File: src/rtl/jellyvl_synctimer_slew_timer_if.sv
// jellyvl_synctimer_slew_timer_if
//
// Bundles the control-loop side of the slew timer into a single interface.
//
//   set_time / set_valid          absolute time load, always accepted
//   adjust_value / adjust_valid   signed correction request
//   adjust_ready                  correction accepted when high with adjust_valid
//   adjust_busy                   a slew is in progress
//   adjust_done                   one-cycle pulse when a slew completes
//   current_time                  local time
//
// The master modport is the synctimer control loop. The slave modport is the timer.
interface jellyvl_synctimer_slew_timer_if #(
    parameter int TIMER_WIDTH = 64,
    parameter int ADJ_WIDTH   = 32
);
    logic [TIMER_WIDTH-1:0] set_time;
    logic                   set_valid;
    logic [ADJ_WIDTH-1:0]   adjust_value;
    logic                   adjust_valid;
    logic                   adjust_ready;
    logic                   adjust_busy;
    logic                   adjust_done;
    logic [TIMER_WIDTH-1:0] current_time;

    modport master (
        output set_time,
        output set_valid,
        output adjust_value,
        output adjust_valid,
        input  adjust_ready,
        input  adjust_busy,
        input  adjust_done,
        input  current_time
    );

    modport slave (
        input  set_time,
        input  set_valid,
        input  adjust_value,
        input  adjust_valid,
        output adjust_ready,
        output adjust_busy,
        output adjust_done,
        output current_time
    );
endinterface

File: src/rtl/jellyvl_synctimer_slew_timer.sv
// jellyvl_synctimer_slew_timer
//
// Free-running local timer. It advances by NUMERATOR/DENOMINATOR time units
// per clock. Signed corrections are slewed in at no more than ADJ_STEP_MAX
// units per cycle, so current_time never jumps and never runs backwards.
//
// Ports:
//   reset  asynchronous active-high reset
//   clk    clock
//   bus    slave side of jellyvl_synctimer_slew_timer_if (set, adjust, status, time)
module jellyvl_synctimer_slew_timer #(
    parameter int NUMERATOR    = 10,
    parameter int DENOMINATOR  = 3,
    parameter int TIMER_WIDTH  = 64,
    parameter int ADJ_WIDTH    = 32,
    parameter int ADJ_STEP_MAX = 1
) (
    input  logic                           reset,
    input  logic                           clk,
    jellyvl_synctimer_slew_timer_if.slave  bus
);

    localparam int COUNT_NUM = NUMERATOR / DENOMINATOR;
    localparam int COUNT_ERR = NUMERATOR % DENOMINATOR;
    localparam int THR       = DENOMINATOR - COUNT_ERR;
    localparam int ERR_WIDTH = (DENOMINATOR > 1) ? $clog2(DENOMINATOR) : 1;

    localparam logic [ERR_WIDTH-1:0] THR_E       = ERR_WIDTH'(THR);
    localparam logic [ERR_WIDTH-1:0] COUNT_ERR_E = ERR_WIDTH'(COUNT_ERR);

    localparam logic signed [ADJ_WIDTH:0] STEP_POS = (ADJ_WIDTH+1)'(ADJ_STEP_MAX);
    localparam logic signed [ADJ_WIDTH:0] STEP_NEG = -STEP_POS;

    logic [ERR_WIDTH-1:0]          err_q, err_d;
    logic signed [ADJ_WIDTH:0]     pending_q, pending_d;
    logic [TIMER_WIDTH-1:0]        time_q, time_d;
    logic                          done_q, done_d;

    logic                          carry;
    logic [TIMER_WIDTH-1:0]        base_inc;
    logic signed [ADJ_WIDTH:0]     delta;
    logic [TIMER_WIDTH-1:0]        delta_ext;
    logic signed [ADJ_WIDTH:0]     adjust_ext;
    logic                          accept;

    // Ready only when no slew is outstanding and no load is competing this cycle.
    assign bus.adjust_ready = (pending_q == '0) && !bus.set_valid;
    assign bus.adjust_busy  = (pending_q != '0);
    assign bus.adjust_done  = done_q;
    assign bus.current_time = time_q;

    assign accept     = bus.adjust_valid && bus.adjust_ready;
    // pending is one bit wider than adjust_value, so the most negative value
    // still has a representable magnitude.
    assign adjust_ext = {bus.adjust_value[ADJ_WIDTH-1], bus.adjust_value};

    // Fractional rate accumulator. err advances every cycle regardless of
    // set/adjust activity, so the long-term rate is exactly NUMERATOR/DENOMINATOR.
    always_comb begin
        carry = 1'b0;
        if (COUNT_ERR != 0) begin
            carry = (32'(err_q) >= THR);
        end
        err_d    = carry ? (err_q - THR_E) : (err_q + COUNT_ERR_E);
        base_inc = TIMER_WIDTH'(COUNT_NUM) + TIMER_WIDTH'(carry);
    end

    // Slew step: clamp the outstanding correction to +/-ADJ_STEP_MAX. Because
    // ADJ_STEP_MAX never exceeds COUNT_NUM, base_inc + delta is never negative.
    always_comb begin
        delta = pending_q;
        if (pending_q > STEP_POS) begin
            delta = STEP_POS;
        end else if (pending_q < STEP_NEG) begin
            delta = STEP_NEG;
        end
        delta_ext = TIMER_WIDTH'(delta);
    end

    // Next-state for time and pending. A load wins over everything and cancels
    // any slew. An accept only happens while pending is zero, so delta is zero
    // in that cycle and the new correction starts moving on the following edge.
    always_comb begin
        time_d    = time_q + base_inc + delta_ext;
        pending_d = pending_q - delta;
        if (bus.set_valid) begin
            time_d    = bus.set_time + base_inc;
            pending_d = '0;
        end else if (accept) begin
            pending_d = adjust_ext;
        end
        // done fires only when a real slew finishes on its own, not when a load cancels it.
        done_d = (pending_q != '0) && (pending_d == '0) && !bus.set_valid;
    end

    // State registers. Reset clears everything asynchronously, so a slew in
    // flight is dropped without a done pulse.
    always_ff @(posedge clk or posedge reset) begin
        if (reset) begin
            err_q     <= '0;
            pending_q <= '0;
            time_q    <= '0;
            done_q    <= 1'b0;
        end else begin
            err_q     <= err_d;
            pending_q <= pending_d;
            time_q    <= time_d;
            done_q    <= done_d;
        end
    end

endmodule

File: src/flat_wrapper.sv
// flat-port wrapper written by rule: the top's interface ports become plain ports
module jellyvl_synctimer_slew_timer_flat 
#(
    parameter int NUMERATOR    = 10,
    parameter int DENOMINATOR  = 3,
    parameter int TIMER_WIDTH  = 64,
    parameter int ADJ_WIDTH    = 32,
    parameter int ADJ_STEP_MAX = 1
)
  (reset, clk, bus_set_time, bus_set_valid, bus_adjust_value, bus_adjust_valid, bus_adjust_ready, bus_adjust_busy, bus_adjust_done, bus_current_time);
  jellyvl_synctimer_slew_timer_if #(.TIMER_WIDTH(TIMER_WIDTH), .ADJ_WIDTH(ADJ_WIDTH)) bus_i ();
  input  logic reset;
  input  logic clk;
  input wire logic [$bits(bus_i.set_time)-1:0] bus_set_time;
  input wire logic [$bits(bus_i.set_valid)-1:0] bus_set_valid;
  input wire logic [$bits(bus_i.adjust_value)-1:0] bus_adjust_value;
  input wire logic [$bits(bus_i.adjust_valid)-1:0] bus_adjust_valid;
  output wire logic [$bits(bus_i.adjust_ready)-1:0] bus_adjust_ready;
  output wire logic [$bits(bus_i.adjust_busy)-1:0] bus_adjust_busy;
  output wire logic [$bits(bus_i.adjust_done)-1:0] bus_adjust_done;
  output wire logic [$bits(bus_i.current_time)-1:0] bus_current_time;
  assign bus_i.set_time = bus_set_time;
  assign bus_i.set_valid = bus_set_valid;
  assign bus_i.adjust_value = bus_adjust_value;
  assign bus_i.adjust_valid = bus_adjust_valid;
  assign bus_adjust_ready = bus_i.adjust_ready;
  assign bus_adjust_busy = bus_i.adjust_busy;
  assign bus_adjust_done = bus_i.adjust_done;
  assign bus_current_time = bus_i.current_time;
  jellyvl_synctimer_slew_timer #(.NUMERATOR(NUMERATOR), .DENOMINATOR(DENOMINATOR), .TIMER_WIDTH(TIMER_WIDTH), .ADJ_WIDTH(ADJ_WIDTH), .ADJ_STEP_MAX(ADJ_STEP_MAX)) u_core (.reset(reset), .clk(clk), .bus(bus_i));
endmodule
File: config.mk
export PLATFORM = sky130hd
export DESIGN_NAME = jellyvl_synctimer_slew_timer_flat
export DESIGN_NICKNAME = d
export VERILOG_FILES = /design/src/rtl/jellyvl_synctimer_slew_timer_if.sv /design/src/rtl/jellyvl_synctimer_slew_timer.sv /design/src/flat_wrapper.sv
export SDC_FILE = /design/constraint.sdc
export NUM_CORES = 1
export LEC_CHECK = 0
export BUFFER_PORTS_ARGS = -buffer_cell sky130_fd_sc_hd__buf_2
export CAP_MARGIN = 15
export CORE_MARGIN = 5
export CORE_UTILIZATION = 50
export DETAILED_ROUTE_END_ITERATION = 10
export GPL_TIMING_DRIVEN = 0
export PLACE_DENSITY = 0.78
export RECOVER_POWER = 100
export SETUP_SLACK_MARGIN = 0.3
export SYNTH_ARGS = -nofsm -noshare
export SYNTH_HDL_FRONTEND = slang
export SYNTH_SLANG_ARGS = --single-unit
File: constraint.sdc
create_clock -name clk -period 5.85 [get_ports clk]
set_input_delay 1.755 -clock clk [delete_from_list [all_inputs] [get_ports clk]]
set_output_delay 1.755 -clock clk [all_outputs]
set_load 0.05 [all_outputs]
==> impl_metrics.toml <==
[logic_synthesis]
synth-edff-count = 0
avgSynthCellArea_sq_um = 7.95
yosys_warnings = 0
synth.area.top_cells = "dfrtp_1 23%, ha_1 18%, a21oi_1 6.6%, xnor2_1 6.2%, xor2_1 5.6%"
synth_top_area_share_pct = 22.7
syn_area_sq_um = 11000
yosys_most_used_dff = "dfrtp_1"
ys_async_sr_fraction_pct = 100
netlist_instances = 1385
synth_cell_type_count = 69
yosysSeqAreaShare_pct = 22.7
synth_seq_cells = 100
yosys.area.top_type = "dfrtp_1"
synth_nets = 1650

[floorplanning]
design.core.area_sq_um = 21800
start_util_pct = 50.6
rows = 54
die_h_um = 158
dieArea_sq_um = 25100
fp.dieW_um = 158
num_io_pins = 167

[routing]
avgRoutedWirePerCell_um = 18.4
drt_iter0_markers = 1026
final_antenna_net_count = 0
first_pass_iters = 5
wl_mm = 34.3
vias_per_cell = 6.01
route.detailed.drc = 0
vias = 11200

[power]
cellPowerDensity_nw_per_um2 = 643
ir_drop_uv = 335
power.leakage_nw = 6.11

[worst_setup_path]
cp.required_ps = 6140
critPathSlowestCell = "dfrtp_1"
end_kind = "register"
critical_path.max_fanout = 10
r2r_start = "u_core.pending_q[11]"
cp.arrival_ps = 5800
reg2reg_to = "u_core.bus.adjust_done"
r2r_cells = 22
cp-start-kind = "register"
cpMostUsedCell = "nor4_1"
r2r_slack_ps = 340
cp_cell_sequence = "nand4_1 > nor4_1 > nand3_1 > ha_4 > clkbuf_2 > nor2_1 > nand2_1 > ha_1 > fa_2 > nand2b_1 > a211o_1 > a211oi_2 > clkbuf_4 > a211o_4 > a41o_1 > o21ai_0 > xor2_1 > a211oi_1 > or3_1 > nor4_1 > nor4b_2 > and4_1"
critPathMaxStageDelay_ps = 440
critPathKind = "register to register"

[clock_tree]
clock_sinks = 100
path_clk_slew_ps = 80
clockRootBuffer = "clkbuf_16"
cts_inserted_buffers = 9
hold_buffers = 0
clk_path_buf_depth = 2
clk_latency_ps = 360
cts_tree = "done"
htreeDepth = 3

[global_routing]
grt_overflow_total = 0
antenna_found_initial = 0
grt_pass1_vias = 10800
grt_max_degree = 61
grt_pass1_wl_mm = 53.8
grt_usage_pct = 26.8

[worst_hold_path]
hp-start = "u_core.err_q[0]"
whs_endpoint = "u_core.err_q[0]"
min_path_cells = 1
hp-class = "register to register"

[sta]
rsz0062_at_grt = "no"
relSlewSlack_pct = -28.9
hold_violations = 0
finalSetupTns_ps = 0
fin_crit_ps = 5510
max_clock_freq_mhz = 181
finClkSkew_ps = 11.5
period_share_pct = 94.2
tightest_slew_ps = 1920
setup_viol = 0
final_max_slew_viol_count = 103

[run_status]
status = "finished with violations"
violations = "capacitance limit, slew limit"

[placement]
placed_area_sq_um = 12200
dp_hpwl_mm = 27.5
numPlacedInstances = 1832
io_buffers = 165
routabilityCongestion = 0.965

[layout]
final_area_sq_um = 12700
final_cells = 1860
drive_gt1_share_pct = 13.0
layout.nets = 1839
area_growth_pct = 15.8

[run]
cap_violations = 2
## report_power, final
group,total [mW],internal (mW),switching [mW]
Clock,0.615,0.301,0.314
Sequential,1.31,1.01,0.302
Combinational,6.27,2.32,3.95
Total,8.19,3.63,4.56
## worst max path at each step
stage	from	endpoint	slack, ps	depth (start not counted)
6_report	u_core.pending_q[11]	u_core.bus.adjust_done	340	22
5_1_grt	u_core.pending_q[11]	u_core.bus.current_time[39]	150	24
4_1_cts	bus_set_valid	bus_adjust_ready	300	8
3_5_place_dp	bus_set_valid	bus_adjust_ready	-1040	8
3_3_place_gp	u_core.pending_q[24]	u_core.bus.current_time[59]	-1680	16
2_1_floorplan	bus_set_valid	bus_adjust_ready	380	7
## sequential cells by signal (all words and copies together) (netlist names)
register	flops
u_core.bus.current_time	64
u_core.pending_q	33
u_core.err_q	2
u_core.bus.adjust_done	1
## per-stage QoR
| step | hold slack [ps] | setup slack [ps] | total power, mW | util (%) |
|---|---|---|---|---|
| finish | 469 | 340 | 8.19 | 58.6 |
| global route | 498 | 152 | 8.86 | 58.6 |
| CTS | 470 | 303 | 8.00 | 58.0 |
| detailed placement | 456 | -1040 | 7.27 | 56.3 |
| global placement | 452 | -1680 | 7.16 | 56.0 |
| floorplan | 439 | 379 | 5.92 | - |
## synth_stat cells, types with 3 or more instances
master     count
ha_1         159
nand2_1      147
a21oi_1      146
nor2_1       117
dfrtp_1      100
o21ai_0      100
xnor2_1       78
xor2_1        71
inv_1         65
nand3_1       45
a21o_1        40
nand4_1       34
clkbuf_1      32
nor3_1        24
and3_1        19
o21a_1        19
nor2b_1       16
nand2b_1      13
a211oi_1      12
nor4_1        12
o31ai_1       11
o211ai_1      10
o21bai_1      10
and2_1         6
buf_1          6
fa_1           6
or3_1          6
a31oi_1        5
mux2i_1        5
or2_2          5
o211a_1        4
o21ai_1        4
a2111oi_0      3
a211o_1        3
mux2_2         3
nor4b_1        3
o22ai_1        3
## worst max-delay path, delay by kind of cell, from the launching register on
| family | cells | cell delay (ps) |
|---|---|---|
| simple gates | 10 | 2230 |
| compound gates | 6 | 1300 |
| buf+inv | 2 | 360 |
| fa+ha+maj | 3 | 870 |
| flops | 1 | 440 |
| xor+xnor | 1 | 250 |
## kinds of logic after synthesis
group                    count (synthesis)  synth area share, %
flip-flops                             100                 22.7
AND/OR/NAND/NOR                        461                 19.8
buffers and inverters                  106                 3.67
adder cells (fa/ha/maj)                165                 19.2
AO/OA/AOI/OAI                          396                 22.0
multiplexers                             8                0.761
XOR/XNOR                               149                 11.9
## layer usage
layer  vias up  wire (um)  global-route usage [%]
li1       5366          -                       -
met3        87       2610                    5.06
met2       458      15600                    43.7
met1      5259      14800                    35.8
met4         0       1230                    9.38
met5         -          0                       0
## final cells by class
cell class / count / area [sq um]
repair buffers: 178 / 851
fillers: 2017 / 9010
well taps: 280 / 350
inverters: 65 / 245
flip-flops and latches: 100 / 2510
multi-input cells: 1179 / 8310
plain buffers: 41 / 184
diodes: 1 / 2.50
clock buffers: 9 / 225
clock inverters: 7 / 65.1
## what timing repair did
item | CTS | global route
pin swaps | 1 | 12
resized for setup | 43 | 64
endpoints found under the setup margin | 24 | 16
setup buffers | 1 | 10
## placed cells by master (no fill, tap or decap), drive strengths merged, types with 69 or more instances in the layout
cell | netlist | final
a21oi | 147 | 147
xnor2 | 78 | 78
o21ai | 104 | 104
xor2 | 71 | 71
ha | 159 | 159
nand2 | 147 | 147
dfrtp | 100 | 100
clkbuf | 33 | 112
buf | 8 | 116
nor2 | 117 | 117
inv | 65 | 69
(Power assumes the default switching activity.)
